==> src/rtl/mem_lsu.sv <==
// Load/store unit in front of a word-wide data memory.
// Byte/half/word loads and stores with big-endian lanes; sub-word stores are
// done as a read-modify-write. Every dm_* output comes from a register or the
// state, so address and write data hold still for the whole write cycle.
//
// state | meaning
// IDLE  | ready for a request; the response of the previous request may be out
// LOAD  | memory read; lane extracted and extended into rsp_rdata at the edge
// MERGE | memory read; store lane merged into the write-data register
// WRITE | memory write of the write-data register; ack at the edge
// ERR   | misaligned or reserved size; error response at the edge, no access
module mem_lsu #(
    parameter int ADDR_W = 9,
    parameter int DATA_W = 32
) (
    input  logic              clk,
    input  logic              reset_n,
    input  logic              req_valid,
    output logic              req_ready,
    input  logic              req_write,
    input  logic [1:0]        req_size,
    input  logic              req_unsigned,
    input  logic [31:0]       req_addr,
    input  logic [DATA_W-1:0] req_wdata,
    output logic              rsp_valid,
    output logic [DATA_W-1:0] rsp_rdata,
    output logic              rsp_err,
    output logic [ADDR_W-1:0] dm_address,
    output logic              dm_mem_read,
    output logic              dm_mem_write,
    output logic [DATA_W-1:0] dm_write_data,
    input  logic [DATA_W-1:0] dm_read_data
);

    typedef enum logic [2:0] {
        S_IDLE,
        S_LOAD,
        S_MERGE,
        S_WRITE,
        S_ERR
    } state_t;

    state_t              state_q, state_d;
    logic [ADDR_W-1:0]   addr_q, addr_d;
    logic [1:0]          off_q, off_d;
    logic [1:0]          size_q, size_d;
    logic                uns_q, uns_d;
    logic [15:0]         sdata_q, sdata_d;
    logic [DATA_W-1:0]   wdata_q, wdata_d;
    logic                rsp_valid_q, rsp_valid_d;
    logic                rsp_err_q, rsp_err_d;
    logic [DATA_W-1:0]   rsp_rdata_q, rsp_rdata_d;

    logic                req_bad;
    logic [7:0]          rd_byte;
    logic [15:0]         rd_half;
    logic [4:0]          lane_sh;
    logic [DATA_W-1:0]   load_ext;
    logic [DATA_W-1:0]   merged;

    // Address bits above the word index wrap and are deliberately dropped.
    logic unused_addr_hi;
    assign unused_addr_hi = ^req_addr[31:ADDR_W+2];

    // Reserved size, or an address not aligned to the access size.
    always_comb begin
        req_bad = (req_size == 2'b11)
               || ((req_size == 2'b01) && req_addr[0])
               || ((req_size == 2'b10) && (req_addr[1:0] != 2'b00));
    end

    // Big-endian lane extraction/extension for loads and lane merge for stores.
    always_comb begin
        lane_sh = {~off_q, 3'b000};
        case (off_q)
            2'd0:    rd_byte = dm_read_data[31:24];
            2'd1:    rd_byte = dm_read_data[23:16];
            2'd2:    rd_byte = dm_read_data[15:8];
            default: rd_byte = dm_read_data[7:0];
        endcase
        rd_half = off_q[1] ? dm_read_data[15:0] : dm_read_data[31:16];
        case (size_q)
            2'b00:   load_ext = {{24{rd_byte[7] & ~uns_q}}, rd_byte};
            2'b01:   load_ext = {{16{rd_half[15] & ~uns_q}}, rd_half};
            default: load_ext = dm_read_data;
        endcase
        if (size_q == 2'b00) begin
            merged = (dm_read_data & ~(32'h0000_00FF << lane_sh))
                   | ({24'h0, sdata_q[7:0]} << lane_sh);
        end else if (off_q[1]) begin
            merged = {dm_read_data[31:16], sdata_q};
        end else begin
            merged = {sdata_q, dm_read_data[15:0]};
        end
    end

    // Next-state, request capture and response generation.
    always_comb begin
        state_d     = state_q;
        addr_d      = addr_q;
        off_d       = off_q;
        size_d      = size_q;
        uns_d       = uns_q;
        sdata_d     = sdata_q;
        wdata_d     = wdata_q;
        rsp_valid_d = 1'b0;
        rsp_err_d   = 1'b0;
        rsp_rdata_d = rsp_rdata_q;
        case (state_q)
            S_IDLE: begin
                if (req_valid) begin
                    addr_d  = req_addr[ADDR_W+1:2];
                    off_d   = req_addr[1:0];
                    size_d  = req_size;
                    uns_d   = req_unsigned;
                    sdata_d = req_wdata[15:0];
                    if (req_bad) begin
                        state_d = S_ERR;
                    end else if (!req_write) begin
                        state_d = S_LOAD;
                    end else if (req_size == 2'b10) begin
                        wdata_d = req_wdata;
                        state_d = S_WRITE;
                    end else begin
                        state_d = S_MERGE;
                    end
                end
            end
            S_LOAD: begin
                rsp_valid_d = 1'b1;
                rsp_rdata_d = load_ext;
                state_d     = S_IDLE;
            end
            S_MERGE: begin
                wdata_d = merged;
                state_d = S_WRITE;
            end
            S_WRITE: begin
                rsp_valid_d = 1'b1;
                rsp_rdata_d = '0;
                state_d     = S_IDLE;
            end
            S_ERR: begin
                rsp_valid_d = 1'b1;
                rsp_err_d   = 1'b1;
                rsp_rdata_d = '0;
                state_d     = S_IDLE;
            end
            default: state_d = S_IDLE;
        endcase
    end

    // State and datapath registers; reset drops any in-flight request.
    always_ff @(posedge clk or negedge reset_n) begin
        if (!reset_n) begin
            state_q     <= S_IDLE;
            addr_q      <= '0;
            off_q       <= '0;
            size_q      <= '0;
            uns_q       <= 1'b0;
            sdata_q     <= '0;
            wdata_q     <= '0;
            rsp_valid_q <= 1'b0;
            rsp_err_q   <= 1'b0;
            rsp_rdata_q <= '0;
        end else begin
            state_q     <= state_d;
            addr_q      <= addr_d;
            off_q       <= off_d;
            size_q      <= size_d;
            uns_q       <= uns_d;
            sdata_q     <= sdata_d;
            wdata_q     <= wdata_d;
            rsp_valid_q <= rsp_valid_d;
            rsp_err_q   <= rsp_err_d;
            rsp_rdata_q <= rsp_rdata_d;
        end
    end

    assign req_ready     = (state_q == S_IDLE);
    assign dm_mem_read   = (state_q == S_LOAD) || (state_q == S_MERGE);
    assign dm_mem_write  = (state_q == S_WRITE);
    assign dm_address    = addr_q;
    assign dm_write_data = wdata_q;
    assign rsp_valid     = rsp_valid_q;
    assign rsp_err       = rsp_err_q;
    assign rsp_rdata     = rsp_rdata_q;

endmodule

==> config.mk <==
export PLATFORM = sky130hd
export DESIGN_NAME = mem_lsu
export DESIGN_NICKNAME = d
export VERILOG_FILES = /design/src/rtl/mem_lsu.sv
export SDC_FILE = /design/constraint.sdc
export NUM_CORES = 1
export LEC_CHECK = 0
export CAP_MARGIN = 20
export CORE_MARGIN = 3
export CORE_UTILIZATION = 49
export DETAILED_ROUTE_END_ITERATION = 12
export GPL_TIMING_DRIVEN = 0
export PLACE_DENSITY_LB_ADDON = 0.15
export SYNTH_ARGS = -nofsm -noshare
export SYNTH_HDL_FRONTEND = slang
export SYNTH_SLANG_ARGS = --single-unit
==> constraint.sdc <==
create_clock -name clk -period 3.56 [get_ports clk]
set_input_delay 0.356 -clock clk [delete_from_list [all_inputs] [get_ports clk]]
set_output_delay 0.356 -clock clk [all_outputs]
set_load 0.01 [all_outputs]
Word level (Yosys, flattened, before mapping)
Cells that the tools add are included.
{ "totals": {"elab_cells": 66, "output_inout_bits": 78, "in_bits": 103, "ff_bits": 99} }
{ "classes": {"mux": 18, "bitwise": 7, "n_reduce_logical": 15, "n_eq_ne": 14, "shift": 2} }
{ "ops": {"columns": ["op", "count"], "rows": [
  ["$mux W32", 6],
  ["$pmux W32 S2", 3],
  ["$and A32 B32 Y32", 1],
  ["$not A32 Y32", 1],
  ["$or A32 B32 Y32", 1],
  ["$shl A8 B5 Y32", 1],
  ["$shl A8 B5 Y32 const A", 1],
  ["$pmux W8 S3", 1],
  ["$mux W16", 1],
  ["$eq A2 B1 Y1 const B", 3],
  ["$eq A2 B2 Y1 const B", 3],
  ["$eq A3 B2 Y1 const B", 2],
  ["$mux W3", 2],
  ["$pmux W3 S2", 1],
  ["$reduce_bool A2 Y1", 3],
  ["$reduce_and A5 Y1", 1],
  ["$logic_not A2 Y1", 2],
  ["$ne A2 B1 Y1 const B", 2],
  ["$ne A2 B2 Y1 const B", 2],
  ["$eq A3 B1 Y1 const B", 1],
  ["$eq A3 B3 Y1 const B", 1],
  ["$logic_not A3 Y1", 1],
  ["$logic_or A1 B1 Y1", 3],
  ["$mux W1", 3],
  ["8 further kinds", 10]
]} }

Longest topological paths before layout
Gate-level depths: netlist of the first run.
{ "logic_depth": {"word_depth": 7, "mapped_depth": 7, "depth_no_buf": 4} }

Least setup slack after synthesis of the first run
OpenSTA, ideal clock, no wires.
{ "synth_timing": {"path_kind": "register -> register", "from": "register state_q[2]", "to": "register addr_q[4] (netlist: dm_address[4])", "setup_slack_ns": 1.738, "stages_incl_launch_ff": 5, "t_required_ns": 3.432, "period_less_slack_ns": 1.822, "path_buffers": 1, "arrival_ns": 1.695, "setup_ns": 0.128, "path_cell_list": "dfrtp_1 > or3b_1 > nor2_1 > buf_2 > mux2_1"} }
{ "synth_via": {"elab_chain_len": 2} }
{ "synth_rtl": {"columns": ["element", "line", "source"], "rows": [
  ["start, declared", "43", "state_t state_q, state_d;"],
  ["start signal, assigned", "167", "state_q <= state_d;"],
  ["$logic_not A3 Y1", "109", "case (state_q)"],
  ["$reduce_and A2 Y1 (no source line)", null, null],
  ["end signal, assigned", "168", "addr_q <= addr_d;"],
  ["end, declared", "44", "logic [ADDR_W-1:0] addr_q, addr_d;"]
]} }
Every way passes these cells.
A chain may end at the register's enable or synchronous reset.

Worst setup path in the final report of the first run
{ "layout_timing": {"from": "register state_q[1]", "to": "output dm_mem_read"} }
{ "layout_via": {"elab_chain_len": 2, "elab_cells_between_ends": 3, "classes_between": "eq/ne: 2; reduce/logical: 1"} }
{ "layout_rtl": {"columns": ["element", "line", "source"], "rows": [
  ["$eq A3 B1 Y1 or $eq A3 B2 Y1 (tied branches)", "181", "assign dm_mem_read = (state_q == S_LOAD) || (state_q == S_MERGE);"],
  ["$logic_or A1 B1 Y1 (*)", "181", null],
  ["end, declared", "29", "output logic dm_mem_read,"]
]} }
Mark *: on every way between the ends. The rest lies on a longest branch, timed or not.

==> summary.md, run 1 <==
| Metric | Value |
|---|---|
| Element type at the critical path end | output port |
| Clock power frac | 11.6% |
| DRT iter0 DRCs | 285 |
| CP peak stage delay | 0.49 ns |
| Std cell rows | 36 |
| Area grow syn2layout | 39.4% |
| Post-Syn Instances | 429 |
| Final nets | 704 |
| Worst-Skew Late Latency | 0.36 ns |
| Final Hold Slack | 0.487 ns |
| Most frequent cell after synthesis | dfrtp_1 |
| Combinational share of power | 55.0% |
| Post-synth EDFFs | 0 |
| Wire length per cell | 21.6 um |
| Critical Path RT | 3.20 ns |
| Clock buffer count from CTS | 9 |
| CTS tree | yes |
| Total Routed Length | 16.0 mm |
| Pin count of the biggest net entering global routing | 61 |
| Crit path DAT | 2.14 ns |
| Layout Skew | 0.00605 ns |
| Sw power | 2.48 mW |
| Pre-CTS WS | 1.11 ns |
| Port Buf Inserts | 159 |
| Die ar. | 11,500 um2 |
| GRT overflow | 0 |
| Post-CTS Resized | 0 |
| Antenna viol nets, final | 0 |
| GPL Wtd Cong | 0.917 |
| Syn Area/Cell | 11.7 um2 |
| Delay-heaviest family, CP | buffers and inverters |
| Final instance area | 7010 um2 |
| Synth area leader | dfrtp_1 |
| Kind of critical path | register to output port |
| Vias in the first global route | 4,515 |
| First-pass GRT wire length | 25.0 mm |
| RSZ-0062 raised after global routing | false |
| Sink Count | 99 |
| IO Pins | 181 |
| FF-to-FF Start | size_q[0]$_DFFE_PN0P_ |
| #FFs+latches synth | 99 |
| Non-Filler Instances | 739 |
| Leak Pwr | 2.99 nW |
| Largest cells by area after synthesis | dfrtp_1, mux2i_1, mux2_1 |
| Worst Path Max Fanout | 10 |
| Area of the core | 9860 um2 |
| Dominant synthesized flop cell | dfrtp_1 |
| Die X | 107 um |
| Slew Limit Fails | 0 |
| Buf/Inv on CP | 3 |
| Final hold violations | 0 |
| Worst hold path type | register to register |
| Power Density | 883 nW/um2 |
| Switching Fraction | 40.0% |
| Post-DP HPWL | 12.4 mm |
| Synth top area share | 49.3% |
| Relative slew slack | 44.9% |
| GRT Overall Usage | 28.5% |
| Sequential Power Share | 33.4% |
| MaxCap Viol Count | 0 |
| HP Start | dm_address[0]$_DFFE_PN0P_ |
| Seq/Total Area, Yosys | 49.3% |
| Area after DPL | 6810 um2 |
| Synth warnings | 0 |
| H-tree depth | 3 |
| Netlist cell types | 40 |
| Commonest cells post-synth | dfrtp_1, mux2i_1, mux2_1 |
| Setup WS post-layout | 1.06 ns |
| Asr flop ratio synth | 100% |
| Ratio of cells with drive above 1 in the final layout | 6.60% |
| DR pass1 iterations | 5 |
| P_int | 3.71 mW |
| Routed vias | 4,322 |
| Peak Freq | 400 MHz |
| Die height | 107 um |
| Initial antenna violation count | 0 |
| # placed instances | 722 |
| VDD IR max | 0.459 mV |
| Post-synthesis cell area | 5030 um2 |
| Worst Tran Pin Value | 0.827 ns |
| Root Buffer | clkbuf_8 |
| N_diodes | 0 |
| Tcrit/Tclk final | 70.2% |
| Post-Synthesis Net Count | 532 |
| Slowest stage cell, crit path | clkdlybuf4s50_1 |
| Initial Util | 51.0% |
| Crit-path cells | clkbuf_1, nand2_1, clkbuf_1, nand2_1, clkdlybuf4s50_1 |
| CP Launch Type | register |
| Clock-pin slew on the worst setup and hold paths | 0.09 ns |
| Clock Tree Buf Depth | 2 |
| DRC | 0 |
| Period minus WS final | 2.50 ns |
| Setup-failing EPs final | 0 |
| Status | completed |
| Tot Pwr | 6.19 mW |
| Vias per std cell | 5.85 |
| Crit path from | state_q[1]$_DFFE_PN0P_ |
state kept, by name, summed over array words and instances (netlist names):
| signal | flops |
|---|---|
| state_q | 3 |
| dm_address | 9 |
| rsp_rdata | 32 |
| sdata_q | 16 |
| rsp_valid | 1 |
| size_q | 2 |
| uns_q | 1 |
| off_q | 2 |
| dm_write_data | 32 |
| rsp_err | 1 |
cell families (layout without fill, tap and decap cells):
kind of cell | count (synthesis) | count (layout) | share of synthesized area, %
AO/OA/AOI/OAI | 123 | 123 | 17.8
buffers and inverters | 46 | 223 | 4.33
flip-flops | 99 | 99 | 49.3
multiplexers | 109 | 109 | 22.6
AND/OR/NAND/NOR | 52 | 52 | 6.00
cell type report:
cell class / instances / area [um2]
fillers: 722 / 2860
well taps: 133 / 166
clock inverters: 2 / 35.0
clock buffers: 14 / 153
multi-input cells: 284 / 2330
repair buffers: 161 / 1630
flip-flops and latches: 99 / 2480
inverters: 14 / 52.6
plain buffers: 32 / 165
power by group through the flow:
stage | clock, mW | combinational, mW | sequential [mW]
global placement | 0 | 3.32 | 2.05
detailed placement | 0 | 3.40 | 2.08
finish | 0.718 | 3.41 | 2.07
floorplan | 0 | 1.71 | 2.15
CTS | 0.728 | 3.42 | 2.06
global route | 0.773 | 3.68 | 2.12
per-stage QoR:
stage | utilization, % | TNS (ns)
final | 71.1 | 0
after global routing | 71.1 | 0
after CTS | 71.1 | 0
after detailed placement | 69.1 | 0
after global placement | 68.8 | -135.50
after floorplan | - | 0
worst reg2reg max path: stages, from the launching register on:
cell and delay, ns:
dfrtp_1 0.44, clkbuf_1 0.25, or2_1 0.27, buf_2 0.18, o21ai_1 0.59, a22oi_1 0.22, mux2i_1 0.19
per-layer routing:
metal	vias up	share of wire (%)	track usage (%)
li1	1956	-	-
met5	-	0	0
met4	0	2.4	9.50
met1	2147	42	38.6
met3	24	7.2	6.42
met2	195	48	45.6
path summary, 6_finish.rpt:
kind	slack, ns	cells after the start	to
max	1.06	5	dm_mem_read
min	0.49	1	dm_address[0]$_DFFE_PN0P_
max reg2reg	1.35	6	dm_write_data[25]$_DFFE_PN0P_
min reg2reg	0.49	1	dm_address[0]$_DFFE_PN0P_
max in group asynchronous	2.37	3	dm_address[3]$_DFFE_PN0P_
min in group asynchronous	0.51	2	dm_write_data[19]$_DFFE_PN0P_
layout by cell type, fill, tap and decap left out, types with 2 or more instances in the layout:
| master | Yosys | final |
|---|---|---|
| nand2_1 | 15 | 15 |
| a22oi_1 | 8 | 8 |
| or2_1 | 2 | 2 |
| buf_1 | 3 | 3 |
| mux2i_1 | 72 | 72 |
| a21oi_1 | 23 | 23 |
| nor3_1 | 2 | 2 |
| o21ai_1 | 20 | 20 |
| inv_2 | 3 | 3 |
| nor2b_1 | 2 | 2 |
| inv_1 | 11 | 11 |
| o211ai_1 | 8 | 8 |
| nor3_2 | 2 | 2 |
| a32o_1 | 8 | 8 |
| mux2_2 | 2 | 2 |
| a221o_1 | 16 | 16 |
| or3_1 | 8 | 8 |
| a21o_1 | 2 | 2 |
| buf_6 | 4 | 4 |
| a22o_1 | 9 | 9 |
| clkbuf_1 | 17 | 21 |
| buf_2 | 6 | 6 |
| mux2_1 | 35 | 35 |
| nor2_1 | 4 | 4 |
| o21ai_0 | 16 | 16 |
| buf_4 | 2 | 3 |
| clkdlybuf4s50_1 | 0 | 158 |
| dfrtp_1 | 99 | 99 |
| a221oi_1 | 9 | 9 |
| clkbuf_8 | 0 | 10 |
| nand2b_1 | 10 | 10 |
repair_timing:
action                    in CTS  in global routing
hold buffers                   1                  0
buffers inserted               0                  0
hold endpoints to repair      39                  0
Note: power is estimated with default switching activity, not from simulation.
==> run 2, diff against run 1 <==
- CORE_UTILIZATION: 49 -> 41
- clock period: 3.56 -> 2.1 ns (I/O delays scaled with it)
==> summary.md, run 2 (synthesized netlist as in run 1, its figures left out) <==
| Metric | Value |
|---|---|
| Pin count of the biggest net entering global routing | 63 (+3.3%) |
| Global routing usage on met2 | 38.1% (-7.5 points) |
| DR pass1 iterations | 5 (unchanged) |
| Setup-failing EPs final | 0 (unchanged) |
| VDD IR max | 0.806 mV (+76%) |
| Initial Util | 42.9% (-8.0 points) |
| Total Routed Length | 16.1 mm (+0.65%) |
| P_int | 6.90 mW (+86%) |
| Slowest stage cell, crit path | dfrtp_1 |
| Buf/Inv on CP | 3 (unchanged) |
| Crit path DAT | 2.22 ns (+0.08 ns) |
| Post-layout util | 61.7% (-9.4 points) |
| Post-CTS setup buffer count | 0 (unchanged) |
| RR Endpoint | rsp_rdata[6]$_DFFE_PN0P_ |
| Port Buf Inserts | 159 (unchanged) |
| Crit-path cells | buf_2, or2_1, clkbuf_1, buf_2, or3_1, a21oi_2, o21ai_1 |
| Vias per std cell | 5.72 (-2.3%) |
| Fillers | 999 (+38%) |
| Reg2Reg Depth | 7 (+1) |
| Std cell rows | 39 (+8.3%) |
| Post-DP HPWL | 12.5 mm (+0.35%) |
| Die ar. | 13,600 um2 (+18%) |
| Worst Path Max Fanout | 10 (unchanged) |
| Ratio of cells with drive above 1 in the final layout | 9.44% (+2.8 points) |
| GR peak layer | met2 |
| Non-Filler Instances | 747 (+1.1%) |
| Clock Tree Buf Depth | 2 (unchanged) |
| Setup TNS | 0 ns (unchanged) |
| Tcrit/Tclk final | 94.5% |
| DRC | 0 (unchanged) |
| Layout Skew | 0.0118 ns (+0.00572 ns) |
| CP Launch Type | register |
| First-pass GRT wire length | 24.6 mm (-1.4%) |
| N_diodes | 0 (unchanged) |
| Commonest non-fill, non-tap cells in the layout | clkdlybuf4s50_1, dfrtp_1, mux2i_1 |
| Worst hold path type | input pin to asynchronous set/reset pin |
| FF-to-FF Start | off_q[0]$_DFFE_PN0P_ |
| Clock power frac | 16.8% (+5.2 points) |
| Period minus WS final | 1.98 ns |
| CTS tree | yes |
| Initial antenna violation count | 0 (unchanged) |
| CP peak stage delay | 0.41 ns (-0.08 ns) |
| GRT overflow | 0 (unchanged) |
| Final nets | 703 (-0.14%) |
| Wire length per cell | 21.5 um (-0.43%) |
| Worst-Skew Late Latency | 0.35 ns (about the same) |
| Sw power | 4.27 mW (+72%) |
| Most frequent CP cell | buf_2 |
| Sequential Power Share | 31.5% (-1.9 points) |
| Die height | 117 um (+8.8%) |
| Routed vias | 4,270 (-1.2%) |
| Slew Limit Fails | 0 (unchanged) |
| Element type at the critical path end | register |
| Power Density | 1550 nW/um2 (+75%) |
| Die X | 117 um (+8.8%) |
| Worst Tran Pin Value | 0.791 ns (-0.0358 ns) |
| Leak Pwr | 3.10 nW (+3.4%) |
| Clock buffer count from CTS | 9 (unchanged) |
| Relative slew slack | 47.3% (+2.4 points) |
| Area of the core | 11,700 um2 (+19%) |
| Met3 usage in global routing | 5.23% (-1.2 points) |
| Peak Freq | 504 MHz |
| Sink Count | 99 (unchanged) |
| RSZ-0062 raised after global routing | true |
| Antenna viol nets, final | 0 (unchanged) |
| Critical Path RT | 2.34 ns (-0.86 ns) |
| Switching Fraction | 38.2% (-1.8 points) |
| Reg-to-reg slack, setup | 0.12 ns (-1.23 ns) |
| H-tree depth | 3 (unchanged) |
| GPL Wtd Cong | 0.891 (-2.7%) |
| Vias in the first global route | 4,378 (-3.0%) |
| Area grow syn2layout | 43.6% |
| Final hold violations | 0 (unchanged) |
| Clock-pin slew on the worst setup and hold paths | 0.07 ns (-0.02 ns) |
| # placed instances | 732 (+1.4%) |
| Kind of critical path | register to register |
| Root Buffer | clkbuf_16 |
| Path length in cells of the critical path | 7 (+2) |
| Most common cell after layout, fill and taps aside | clkdlybuf4s50_1 |
| Met1 track demand over resource | 33.1% (-5.5 points) |
| DRT iter0 DRCs | 239 (-16%) |
| MaxCap Viol Count | 0 (unchanged) |
| IO Pins | 181 (unchanged) |
| Combinational share of power | 51.7% (-3.3 points) |
| GRT Overall Usage | 24.0% (-4.6 points) |
| Delay-heaviest family, CP | buffers and inverters |
| Status | completed |
-- run 2: worst max-delay path by stage --
stage	startpoint	endpoint	slack, ns
3_5_place_dp	req_valid	dm_address[4]$_DFFE_PN0P_	-0.20
2_1_floorplan	state_q[2]$_DFFE_PN0P_	dm_address[4]$_DFFE_PN0P_	0.28
5_1_grt	off_q[0]$_DFFE_PN0P_	rsp_rdata[6]$_DFFE_PN0P_	-0.004
3_3_place_gp	reset_n	dm_address[1]$_DFFE_PN0P_	-2.83
6_report	off_q[0]$_DFFE_PN0P_	rsp_rdata[6]$_DFFE_PN0P_	0.12
4_1_cts	state_q[2]$_DFFE_PN0P_	dm_mem_read	0.002
-- run 2: layout make-up --
| type | count | area [um2] | share of cell area, % |
|---|---|---|---|
| clock buffers | 12 | 267 | 3.69 |
| clock inverters | 3 | 68.8 | 0.953 |
| multi-input cells | 284 | 2370 | 32.9 |
| repair buffers | 161 | 1630 | 22.6 |
| well taps | 143 | 179 | 2.48 |
| inverters | 14 | 52.6 | 0.728 |
| plain buffers | 31 | 175 | 2.43 |
| flip-flops and latches | 99 | 2480 | 34.3 |
-- run 2: routing by layer --
layer  wire [um]  vias up
met2        7600      173
met1        7110     2124
met3        1010       20
met4         362        0
met5           0        -
li1            -     1953
-- run 2: stage by stage --
stage          hold slack (ns)  worst slack [ns]  total power, mW  instance area, um2
2_1_floorplan          -0.0856             0.278             6.56                5030
3_3_place_gp             0.462             -2.83             9.12                6800
3_5_place_dp             0.219            -0.199             9.25                6820
4_1_cts                  0.390           0.00211             11.2                7190
5_1_grt                  0.420          -0.00430             11.9                7220
6_report                 0.374             0.115             11.2                7220
-- run 2: repair_timing --
action,4_1_cts,5_1_grt
endpoints found under the setup margin,9,67
pin swaps,0,1
resized for setup,8,14
cloned,0,0
hold endpoints to repair,37,0
hold buffers,1,0
-- run 2: power groups by stage --
stage          combinational [mW]  sequential, mW  clock, mW
6_report                     5.78            3.52       1.87
5_1_grt                      6.29            3.63       1.97
4_1_cts                      5.77            3.52       1.91
3_5_place_dp                 5.72            3.52          0
3_3_place_gp                 5.64            3.48          0
2_1_floorplan                2.91            3.65          0
==> run 3, diff against run 2 <==
- RECOVER_POWER: not set -> 50
==> summary.md, run 3 (synthesized netlist as in run 1, its figures left out) <==
| Metric | Value |
|---|---|
| Setup TNS | 0 ns (unchanged) |
| Clock-pin slew on the worst setup and hold paths | 0.07 ns (about the same) |
| Sequential Power Share | 31.8% (+0.3 points) |
| Worst-Skew Late Latency | 0.35 ns (about the same) |
| Element type at the critical path end | register |
| Critical Path RT | 2.29 ns (-0.05 ns) |
| Initial Util | 42.9% (unchanged) |
| Clock buffer count from CTS | 9 (unchanged) |
| Routed vias | 4,197 (-1.7%) |
| Slowest stage cell, crit path | dlygate4sd3_1 |
| DR pass1 iterations | 4 (-1) |
| Relative slew slack | 33.4% (-14 points) |
| MaxCap Viol Count | 0 (unchanged) |
| VDD IR max | 0.810 mV (+0.47%) |
| Die height | 117 um (unchanged) |
| Ratio of cells with drive above 1 in the final layout | 9.27% (-0.17 points) |
| Antenna viol nets, final | 0 (unchanged) |
| Commonest non-fill, non-tap cells in the layout | clkdlybuf4s50_1, dfrtp_1, mux2i_1 |
| Final hold violations | 0 (unchanged) |
| Crit path DAT | 2.20 ns (-0.02 ns) |
| CP Launch Type | input pin |
| N_diodes | 0 (unchanged) |
| Vias in the first global route | 4,378 (unchanged) |
| Sw power | 4.24 mW (-0.82%) |
| Power Density | 1530 nW/um2 (-1.4%) |
| Setup-failing EPs final | 0 (unchanged) |
| Leak Pwr | 3.13 nW (+1.2%) |
| IO Pins | 181 (unchanged) |
| Combinational share of power | 51.3% (-0.4 points) |
| DRC | 0 (unchanged) |
| Tot Pwr | 11.0 mW (-1.4%) |
| GRT Overall Usage | 24.0% (unchanged) |
| Crit-path cells | dlygate4sd3_1, or3_1, nor3_4, buf_6, mux2i_1, mux2i_1 |
| Peak Freq | 497 MHz (-1.4%) |
| Vias per std cell | 5.62 (-1.7%) |
| First-pass GRT wire length | 24.6 mm (unchanged) |
| Total Routed Length | 16.0 mm (-0.57%) |
| Status | completed |
| Wire length per cell | 21.4 um (-0.57%) |
| Buf/Inv on CP | 2 (-1) |
| Slew Limit Fails | 0 (unchanged) |
| Kind of critical path | input pin to register |
| Clock Tree Buf Depth | 2 (unchanged) |
| H-tree depth | 3 (unchanged) |
| Port Buf Inserts | 159 (unchanged) |
| Sink Count | 99 (unchanged) |
| CTS tree | yes |
| Layout Skew | 0.00771 ns (-0.00406 ns) |
| Worst hold path type | input pin to register |
| Tcrit/Tclk final | 95.8% (+1.3 points) |
| Fillers | 998 (-0.10%) |
| Delay-heaviest family, CP | buffers and inverters |
| Non-Filler Instances | 747 (unchanged) |
| GPL Wtd Cong | 0.891 (unchanged) |
| Area grow syn2layout | 43.6% (about the same) |
| DRT iter0 DRCs | 234 (-2.1%) |
| Die ar. | 13,600 um2 (unchanged) |
| Std cell rows | 39 (unchanged) |
| Pin count of the biggest net entering global routing | 63 (unchanged) |
| RSZ-0062 raised after global routing | true |
| Period minus WS final | 2.01 ns (+0.0276 ns) |
| Root Buffer | clkbuf_16 |
| Initial antenna violation count | 0 (unchanged) |
| Die X | 117 um (unchanged) |
| Clock power frac | 16.9% (about the same) |
| Most frequent CP cell | mux2i_1 |
| Most common cell after layout, fill and taps aside | clkdlybuf4s50_1 |
| Final nets | 703 (unchanged) |
| Switching Fraction | 38.5% (+0.23 points) |
| Worst Path Max Fanout | 10 (unchanged) |
| # placed instances | 732 (unchanged) |
| Post-DP HPWL | 12.5 mm (unchanged) |
| Area of the core | 11,700 um2 (unchanged) |
| GRT overflow | 0 (unchanged) |
| P_int | 6.78 mW (-1.8%) |
| Worst Tran Pin Value | 0.999 ns (+0.208 ns) |
| CP peak stage delay | 0.59 ns (+0.18 ns) |
run 3: cell types whose count changed in the layout (fill, tap and decap cells not counted), sizes merged:
cell,before,now
clkbuf,27,28
buf,18,17
dlygate4sd3,1,36
clkdlybuf4s50,157,122
run 3: power groups by stage:
stage	clock (mW)	sequential, mW	combinational (mW)
3_3_place_gp	0	3.48	5.64
3_5_place_dp	0	3.52	5.72
4_1_cts	1.91	3.52	5.77
2_1_floorplan	0	3.65	2.91
6_report	1.86	3.50	5.65
5_1_grt	1.97	3.61	6.17
run 3: worst paths after layout:
check	startpoint	to	slack, ns	cells past startpoint
setup / recovery	req_size[0]	dm_write_data[19]$_DFFE_PN0P_	0.09	6
hold reg to reg	rsp_rdata[7]$_DFFE_PN0P_	rsp_rdata[7]$_DFFE_PN0P_	0.48	1
min in group asynchronous	reset_n	dm_write_data[17]$_DFFE_PN0P_	0.57	2
max in group asynchronous	reset_n	dm_write_data[14]$_DFFE_PN0P_	0.72	3
setup reg to reg	off_q[0]$_DFFE_PN0P_	rsp_rdata[6]$_DFFE_PN0P_	0.11	7
hold / removal	req_valid	state_q[1]$_DFFE_PN0P_	0.46	3
run 3: routing by layer:
metal / track usage, % / up-vias / routed length (um)
met1: 33.1 / 2083 / 7020
met4: 6.96 / 0 / 250
met5: 0 / - / 0
met2: 38.1 / 151 / 7700
li1: - / 1951 / -
met3: 5.23 / 12 / 1030
run 3: cell type report:
cell class | instances | area, um2 | share of cell area (%)
buffer | 31 | 175 | 2.43
clock buffer | 12 | 267 | 3.69
tap | 143 | 179 | 2.48
multi-input combinational | 284 | 2370 | 32.9
timing repair buffer | 161 | 1630 | 22.5
sequential | 99 | 2480 | 34.3
inverter | 14 | 52.6 | 0.728
clock inverter | 3 | 68.8 | 0.953
run 3: stage by stage:
step | area (um2) | hold slack [ns] | utilization [%] | worst slack [ns]
floorplan | 5030 | -0.0856 | - | 0.278
global placement | 6800 | 0.462 | 58.1 | -2.83
detailed placement | 6820 | 0.219 | 58.3 | -0.199
CTS | 7190 | 0.390 | 61.4 | 0.00211
global route | 7220 | 0.456 | 61.6 | -0.00430
finish | 7220 | 0.457 | 61.6 | 0.0879
run 3: what timing repair did:
item                                   4_1_cts  5_1_grt
buffers inserted                             0        0
endpoints found under the hold margin       37        0
gates resized for setup                      8       14
hold buffers                                 1        0
setup endpoints to repair                    9       67
pin swaps                                    0        1
run 3: tightest hold or removal path, stage by stage:
cell	delay [ns]
clkdlybuf4s50_1	0.41
nand3_1	0.09
o21ai_1	0.06
